`src/rtl/tick_timer_ctrl.sv`:
```
// Tick sequencer: issues 'period' one-cycle tick strobes spaced (prescale+1) clocks apart, then pulses done.
// Optional periodic mode (auto_reload port) is enabled by defining TICK_TIMER_AUTO_RELOAD_EN.
module tick_timer_ctrl #(
    parameter int W  = 16,
    parameter int PW = 8
) (
    input  logic          clk,
    input  logic          rst_n,
    input  logic          start,
    input  logic          stop,
    input  logic [W-1:0]  period,
    input  logic [PW-1:0] prescale,
`ifdef TICK_TIMER_AUTO_RELOAD_EN
    input  logic          auto_reload,
`endif
    output logic          tick,
    output logic          done,
    output logic          busy,
    output logic [W-1:0]  remaining
);

    typedef enum logic [1:0] {S_IDLE, S_RUN, S_DONE} state_t;

    state_t        state_reg;
    logic [W-1:0]  period_l_reg;
    logic [PW-1:0] prescale_l_reg;
    logic [PW-1:0] pre_reg;
    logic [W-1:0]  remaining_reg;
    logic          done_reg;
    logic          tick_hit;
    logic          reload;

`ifdef TICK_TIMER_AUTO_RELOAD_EN
    assign reload = auto_reload;
`else
    assign reload = 1'b0;
`endif

    // Prescaler terminal count; pre_reg is cleared here so it never wraps.
    assign tick_hit  = (state_reg == S_RUN) && (pre_reg == prescale_l_reg);
    assign tick      = tick_hit && !stop;
    assign done      = done_reg;
    assign busy      = (state_reg != S_IDLE);
    assign remaining = remaining_reg;

    always_ff @(posedge clk or negedge rst_n) begin
        if (!rst_n) begin
            state_reg      <= S_IDLE;
            period_l_reg   <= '0;
            prescale_l_reg <= '0;
            pre_reg        <= '0;
            remaining_reg  <= '0;
            done_reg       <= 1'b0;
        end else begin
            done_reg <= 1'b0;
            case (state_reg)
                S_IDLE: begin
                    if (start && !stop) begin
                        period_l_reg   <= period;
                        prescale_l_reg <= prescale;
                        remaining_reg  <= period;
                        pre_reg        <= '0;
                        if (period != '0) begin
                            state_reg <= S_RUN;
                        end else begin
                            state_reg <= S_DONE;
                            done_reg  <= 1'b1;
                        end
                    end
                end
                S_RUN: begin
                    if (stop) begin
                        state_reg     <= S_IDLE;
                        remaining_reg <= '0;
                        pre_reg       <= '0;
                    end else if (tick_hit) begin
                        pre_reg <= '0;
                        if (remaining_reg == W'(1)) begin
                            done_reg <= 1'b1;
                            if (reload) begin
                                remaining_reg <= period_l_reg;
                            end else begin
                                remaining_reg <= '0;
                                state_reg     <= S_DONE;
                            end
                        end else begin
                            remaining_reg <= remaining_reg - W'(1);
                        end
                    end else begin
                        pre_reg <= pre_reg + PW'(1);
                    end
                end
                S_DONE: begin
                    state_reg     <= S_IDLE;
                    remaining_reg <= '0;
                    pre_reg       <= '0;
                end
                default: begin
                    state_reg <= S_IDLE;
                end
            endcase
        end
    end

endmodule

```
`config.mk`:
```
export PLATFORM = sky130hd
export DESIGN_NAME = tick_timer_ctrl
export DESIGN_NICKNAME = d
export VERILOG_FILES = /design/src/rtl/tick_timer_ctrl.sv
export SDC_FILE = /design/constraint.sdc
export NUM_CORES = 1
export LEC_CHECK = 0
export BUFFER_PORTS_ARGS = -buffer_cell sky130_fd_sc_hd__buf_2
export CELL_PAD_IN_SITES_DETAIL_PLACEMENT = 1
export CELL_PAD_IN_SITES_GLOBAL_PLACEMENT = 1
export CORE_UTILIZATION = 44
export CTS_CLUSTER_DIAMETER = 150
export DETAILED_ROUTE_END_ITERATION = 8
export GPL_TIMING_DRIVEN = 0
export PLACE_DENSITY_LB_ADDON = 0.1
export RECOVER_POWER = 25
export REMOVE_ABC_BUFFERS = 1
export SYNTH_ARGS = -nofsm -noshare
export SYNTH_HDL_FRONTEND = slang
export SYNTH_SLANG_ARGS = --single-unit
```
`constraint.sdc`:
```
create_clock -name clk -period 4.4 [get_ports clk]
set_input_delay 0.44 -clock clk [delete_from_list [all_inputs] [get_ports clk]]
set_output_delay 0.44 -clock clk [all_outputs]
set_load 0.005 [all_outputs]
```
==> flow_summary.yaml, run 1 <==
run_status:
  status: "complete, but fails checks"
  failed_checks: "capacitance limit, slew limit"
final_layout:
  largest_reg_flops: 16
  fill_cells: 572
  fin_nets: 303
  layout_commonest_cell: "buf_2"
  antenna_cells: 0
  fin_cells: 337
  area_delta_synth_final_pct: 17.4
  layout-drive-gt1-share: 0.267
  final_cell_mix: "45 x buf_2, 35 x dfrtp_1, 16 x nor2_1"
yosys:
  synth_area_per_cell_um2: 9.65
  synth.yosys.seq_area_share: 0.403
  synth_flop_cell: "dfrtp_1"
  yosys_warnings: 0
  synth_cell_types: 47
  syn-instance-count: 225
  ys_seq_elements: 35
  async_flop_share: 1.00
  syn_area_um2: 2170
  synth_edf_count: 0
pwr:
  comb_power_share: 0.498
  internal_power_w: 0.000976
  pwr-share-seq: 0.328
  vdd_drop_max_mv: 0.306
  p_per_area_nw_per_um2: 687
  clkPwrFrac: 0.174
  switching_power_w: 0.000776
  swShare: 0.443
  power_leakage_nw: 1.17
setup_path:
  cp_max_fo: 13
  critPathSlowestCell: "a21oi_1"
  crit_buf_inv: 1
  crit_chain: "inv_1 -> ha_1 -> a21oi_1 -> nand2_1 -> o22ai_1"
  cp.required_ns: 4.60
  critPathCaptureType: "flop"
  max_stage_delay_ns: 0.92
  crit_arrival_ns: 2.97
  path_class: "reg -> reg"
  start_kind: "flop"
  critical-path-top-delay-family: "compound AO/OA/AOI/OAI gates"
placed_design:
  place_congestion: 0.862
  hpwl_um: 4470
  place_inst: 329
  portBuffers: 46
floorplan:
  die_width_um: 72.3
  io_pins: 47
  coreArea_um2: 4720
  chipHeight_um: 72.3
  die_area_um2: 5220
  rows: 25
  initial_utilization: 0.460
global_route:
  grt_max_degree: 36
  grt_pass1_vias: 2169
  grt_pass1_wl_um: 10600
  grt_usage: 0.268
  antenna_found_initial: 0
  grt-ovfl-total: 0
cts:
  numCtsBuffers: 5
  cts_setup_buffers: 0
  clkLatencyLatePin_ns: 0.29
  cts_hold_buffers: 0
  clkSinkCount: 35
  root_buffer: "clkbuf_8"
  cts_resized: 0
  cts_tree: "done"
  clk_pin_slew_ns: 0.07
  cts_buffer_depth: 2
  h-tree-depth: 2
drt:
  remaining_drc_errors: 0
  initialDrtViolationCount: 52
  via_count: 1991
  postRouteAntennaNets: 0
  wl_per_cell_um: 18.4
  drtPass1Iterations: 4
  routed_wl_um: 6220
  avgViaCountPerCell: 5.91
sta:
  setup-violations-final: 0
  slew_headroom: -0.306
  finClkSkew_ns: 0.00332
  fin_setup_tns_ns: 0
  finalCritPeriodShare: 0.629
  slew_viol_final: 36
  period_needed_ns: 2.77
  hold_viol: 0
  tightest_slew_ns: 1.96
  rsz0062_at_grt: "false"
  max_freq_ghz: 0.361
run:
  maxCapViolCount: 1
min_path:
  hp-class: "in -> reg"
==> kinds of logic after synthesis <==
| family | count (synthesis) | share of synthesized area |
|---|---|---|
| compound gates | 67 | 0.222 |
| xor+xnor | 8 | 0.0323 |
| fa+ha+maj | 6 | 0.0346 |
| buf+inv | 21 | 0.0449 |
| flops | 35 | 0.403 |
| mux | 13 | 0.0662 |
| simple gates | 75 | 0.196 |
==> per-stage QoR <==
stage	utilization	instance area, µm²	hold WS (ns)	setup WS (ns)	total power, W
final	0.540	2550	0.375	1.63	0.00175
after global routing	0.540	2550	0.375	1.40	0.00190
after CTS	0.540	2550	0.265	1.64	0.00176
after detailed placement	0.515	2430	0.521	1.63	0.00145
after global placement	0.515	2430	0.507	1.70	0.00142
after floorplan	-	2120	0.144	2.48	0.00115
==> path summary, 6_finish.rpt <==
kind,slack (ns),cells after the start,end,startpoint
min in group asynchronous,0.69,1,pre_reg[3]$_DFFE_PN0P_,rst_n
max in group asynchronous,2.59,1,remaining[1]$_DFFE_PN0P_,rst_n
max reg2reg,1.63,5,remaining[4]$_DFFE_PN0P_,state_reg[0]$_DFFE_PN0P_
max,1.63,5,remaining[4]$_DFFE_PN0P_,state_reg[0]$_DFFE_PN0P_
min reg2reg,0.53,1,pre_reg[7]$_DFFE_PN0P_,pre_reg[7]$_DFFE_PN0P_
min,0.38,2,prescale_l_reg[1]$_DFFE_PN0P_,prescale[1]
==> synthesized netlist by cell type (all sizes together), types with 3 or more instances <==
cell,number,area (µm²)
o21ai,11,55.1
dfrtp,35,876
ha,6,75.1
o211ai,7,52.6
o2bb2ai,7,61.3
nand2,15,56.3
clkbuf,4,15.0
xor2,8,70.1
a32oi,7,61.3
nand4,3,18.8
a21oi,7,35.0
nand3,3,15.0
nor3,11,55.1
inv,12,45.0
a22o,7,61.3
buf,5,37.5
o22ai,5,31.3
nor4,9,90.1
mux2,11,124
a21o,3,22.5
nor2,17,71.3
a211oi,6,45.0
==> worst register-to-register path, delay by kind of cell, from the launching register on <==
family,cells,cell delay (ns)
AO/OA/AOI/OAI,2,1.27
AND/OR/NAND/NOR,1,0.70
flip-flops,1,0.38
adder cells (fa/ha/maj),1,0.25
buffers and inverters,1,0.07
==> final cells by class <==
cell class              instances  area [µm²]  share of cell area
clock buffers                   6        82.6              0.0324
clock inverters                 2        35.0              0.0137
inverters                      12        45.0              0.0177
multi-input cells             169        1200               0.470
flip-flops and latches         35         876               0.343
well taps                      67        83.8              0.0329
repair buffers                 46         229              0.0898
==> layer usage <==
layer  up-vias  part of all wire  track usage
li1        946                 -            -
met1       997              0.44        0.332
met3         5             0.032       0.0486
met5         -                 0            0
met2        43              0.52        0.467
met4         0            0.0082       0.0915
==> power by group through the flow <==
stage	Sequential (W)	Combinational, W	Clock [W]
2_1_floorplan	0.000551	0.000598	0
3_3_place_gp	0.000574	0.000846	0
3_5_place_dp	0.000580	0.000870	0
4_1_cts	0.000575	0.000875	0.000313
5_1_grt	0.000592	0.000979	0.000326
6_report	0.000574	0.000872	0.000305
No activity file was read; power rests on OpenSTA's default activity.
==> inputs of run 2 (changes only) <==
--- a/config.mk
+++ b/config.mk
@@ -5,10 +5,11 @@
 export SDC_FILE = /design/constraint.sdc
 export NUM_CORES = 1
 export LEC_CHECK = 0
+export ABC_AREA = 1
 export BUFFER_PORTS_ARGS = -buffer_cell sky130_fd_sc_hd__buf_2
 export CELL_PAD_IN_SITES_DETAIL_PLACEMENT = 1
 export CELL_PAD_IN_SITES_GLOBAL_PLACEMENT = 1
-export CORE_UTILIZATION = 44
+export CORE_UTILIZATION = 35
 export CTS_CLUSTER_DIAMETER = 150
 export DETAILED_ROUTE_END_ITERATION = 8
 export GPL_TIMING_DRIVEN = 0
==> constraint.sdc (replaced) <==
create_clock -name clk -period 2.3 [get_ports clk]
set_input_delay 0.23 -clock clk [delete_from_list [all_inputs] [get_ports clk]]
set_output_delay 0.23 -clock clk [all_outputs]
set_load 0.005 [all_outputs]
==> run 2 against run 1 <==
Net effect:
- the flow finishes with violations (DRC, capacitance limit, slew limit)
- clock power increased by 70%
- sequential power increased by 93%
- critical path type unchanged
- clock-buffer cell count is 1 higher
- register-to-register slack worse by 1.3 ns
- highest routed layer unchanged
- clock skew increased by 0.0035 ns
- worst setup slack lost 1.3 ns
==> flow_summary.yaml, run 2 <==
setup_path:
  r2r-end: "prescale_l_reg[2]$_DFFE_PN0P_"
  timing.rr.start: "state_reg[1]$_DFFE_PN0P_"
  path_class: "reg -> reg"
  critPathCaptureType: "flop"
  crit_path_end: "prescale_l_reg[2]$_DFFE_PN0P_"
  cp-startpoint: "state_reg[1]$_DFFE_PN0P_"
  start_kind: "flop"
  reg2reg_depth: 7
  reg2reg_slack_ns: 0.33
  cp_max_fo: 11
  crit_arrival_ns: 2.16
  cp.required_ns: 2.48
cts:
  cts_resized: 1
  cts_setup_buffers: 0
  cts_buffer_depth: 2
  clkSinkCount: 35
  cts_tree: "done"
  cts_hold_buffers: 0
  clkLatencyLatePin_ns: 0.29
  numCtsBuffers: 5
  clk_pin_slew_ns: 0.08
  h-tree-depth: 2
  root_buffer: "clkbuf_8"
yosys:
  ys_top_cells_by_area: "dfrtp_1 37%, nand2_1 26%, nor2_1 7.5%, inv_1 3.7%, ha_1 3.2%"
  synthTopCellsByCount: "163 x nand2_1, 47 x nor2_1, 35 x dfrtp_1, 23 x inv_1, 13 x nand3_1"
  synth_area_per_cell_um2: 6.72
  synth_flop_cell: "dfrtp_1"
  synth.yosys.seq_area_share: 0.371
  synth_cell_types: 27
  syn_area_um2: 2360
  yosys_warnings: 0
  synth.most_common_cell: "nand2_1"
  synth_edf_count: 0
  yosys.area.top_type_share: 0.371
  syn-instance-count: 351
  ys_seq_elements: 35
  yosysTopAreaCell: "dfrtp_1"
  async_flop_share: 1.00
floorplan:
  die_width_um: 84.1
  coreArea_um2: 6420
  io_pins: 47
  chipHeight_um: 84.1
  die_area_um2: 7070
  initial_utilization: 0.367
  rows: 29
pwr:
  vdd_drop_max_mv: 0.489
  fin_total_pwr_w: 0.00361
  p_per_area_nw_per_um2: 1310
  power_leakage_nw: 1.49
sta:
  hold_viol: 0
  tightest_slew_ns: 2.06
  fin_setup_tns_ns: 0
  max_freq_ghz: 0.507
  slew_viol_final: 36
  setup-violations-final: 0
  period_needed_ns: 1.97
  worst_slack_ns: 0.327
  holdWs_ns: 0.131
  finalCritPeriodShare: 0.858
  finClkSkew_ns: 0.00683
  slew_headroom: -0.376
  rsz0062_at_grt: "false"
drt:
  via_count: 2308
  routed_wl_um: 6660
  remaining_drc_errors: 8
  avgViaCountPerCell: 4.84
  drtPass1Iterations: 6
  wl_per_cell_um: 14.0
  initialDrtViolationCount: 113
  postRouteAntennaNets: 0
final_layout:
  layout-drive-gt1-share: 0.178
  postLayoutCoreUtil: 0.428
  largest_reg_flops: 16
  fin_nets: 433
  area_delta_synth_final_pct: 16.6
  antenna_cells: 0
  final_cell_mix: "163 x nand2_1, 47 x nor2_1, 45 x buf_2"
  fill_cells: 887
  layout_commonest_cell: "nand2_1"
global_route:
  grt_pass1_wl_um: 11300
  grt_max_degree: 36
  grt_pass1_vias: 2247
  grt-ovfl-total: 0
  grt_usage: 0.204
  antenna_found_initial: 0
run_status:
  status: "complete, but fails checks"
  failed_checks: "DRC, capacitance limit, slew limit"
placed_design:
  portBuffers: 46
  place_congestion: 0.803
  hpwl_um: 5060
  pre_cts_ws_ns: -0.257
run:
  maxCapViolCount: 1
min_path:
  hp-class: "in -> reg"
==> run 2: changes by cell type after synthesis, sizes merged, moves of 5 or more <==
cell,change
inv,+15
nor2,+37
nor4,-9
o211ai,-7
o22ai,-5
nand3,+10
o2bb2ai,-7
nor3,-9
a211oi,-6
a22o,-7
nand2,+151
mux2,-11
xnor2,+8
a32oi,-7
==> run 2: critical path, stage by stage (launching register included) <==
cell	delay, ns
dfrtp_1	0.42
inv_1	0.09
ha_1	0.20
inv_1	0.10
nor3_2	0.58
inv_1	0.30
nand2_1	0.12
nand2_1	0.06
==> run 2: logic make-up after synthesis <==
family	synth area share
AOI/OAI and AO/OA	0.0578
xor gates and xnor gates	0.0557
adders and majority gates	0.0318
buffers and inverters	0.0610
DFF	0.371
and+or+nand+nor	0.422
==> run 2: report_power, final <==
group / total [W] / switching [W] / internal [W] / leakage, nW
Combinational: 0.00198 / 0.00129 / 0.000693 / 0.983
Clock: 0.000519 / 0.000246 / 0.000273 / 0.0505
Sequential: 0.00111 / 0.000269 / 0.000839 / 0.455
Total: 0.00361 / 0.00180 / 0.00181 / 1.49
==> run 2: area by class of cell <==
class / count / area, µm² / share of cell area
multi-input cells: 284 / 1340 / 0.489
flip-flops and latches: 35 / 876 / 0.318
repair buffers: 46 / 229 / 0.0833
inverters: 27 / 101 / 0.0369
clock buffers: 7 / 96.3 / 0.0350
well taps: 77 / 96.3 / 0.0350
clock inverters: 1 / 7.51 / 0.00273
==> run 2: per-layer routing <==
metal,up-vias,track usage,share of wire
met5,-,0,0
met4,0,0.0596,0.016
met3,9,0.0346,0.034
met2,40,0.313,0.42
met1,1087,0.293,0.53
li1,1172,-,-
==> run 2: stage by stage <==
step / instances / area (µm²)
final: 477 / 2750
after global routing: 477 / 2750
after CTS: 477 / 2750
after detailed placement: 469 / 2640
after global placement: 469 / 2640
after floorplan: 346 / 2320
==> run 2: worst min path at each step <==
| stage | from | depth (start not counted) | slack, ns | end |
|---|---|---|---|---|
| final | prescale[5] | 3 | 0.13 | prescale_l_reg[5]$_DFFE_PN0P_ |
| after floorplan | rst_n | 0 | -0.07 | done$_DFF_PN0_ |
| after global placement | rst_n | 1 | 0.39 | remaining[10]$_DFFE_PN0P_ |
| after detailed placement | rst_n | 1 | 0.39 | remaining[10]$_DFFE_PN0P_ |
| after CTS | rst_n | 1 | 0.07 | remaining[10]$_DFFE_PN0P_ |
| after global routing | prescale[7] | 3 | 0.13 | prescale_l_reg[7]$_DFFE_PN0P_ |
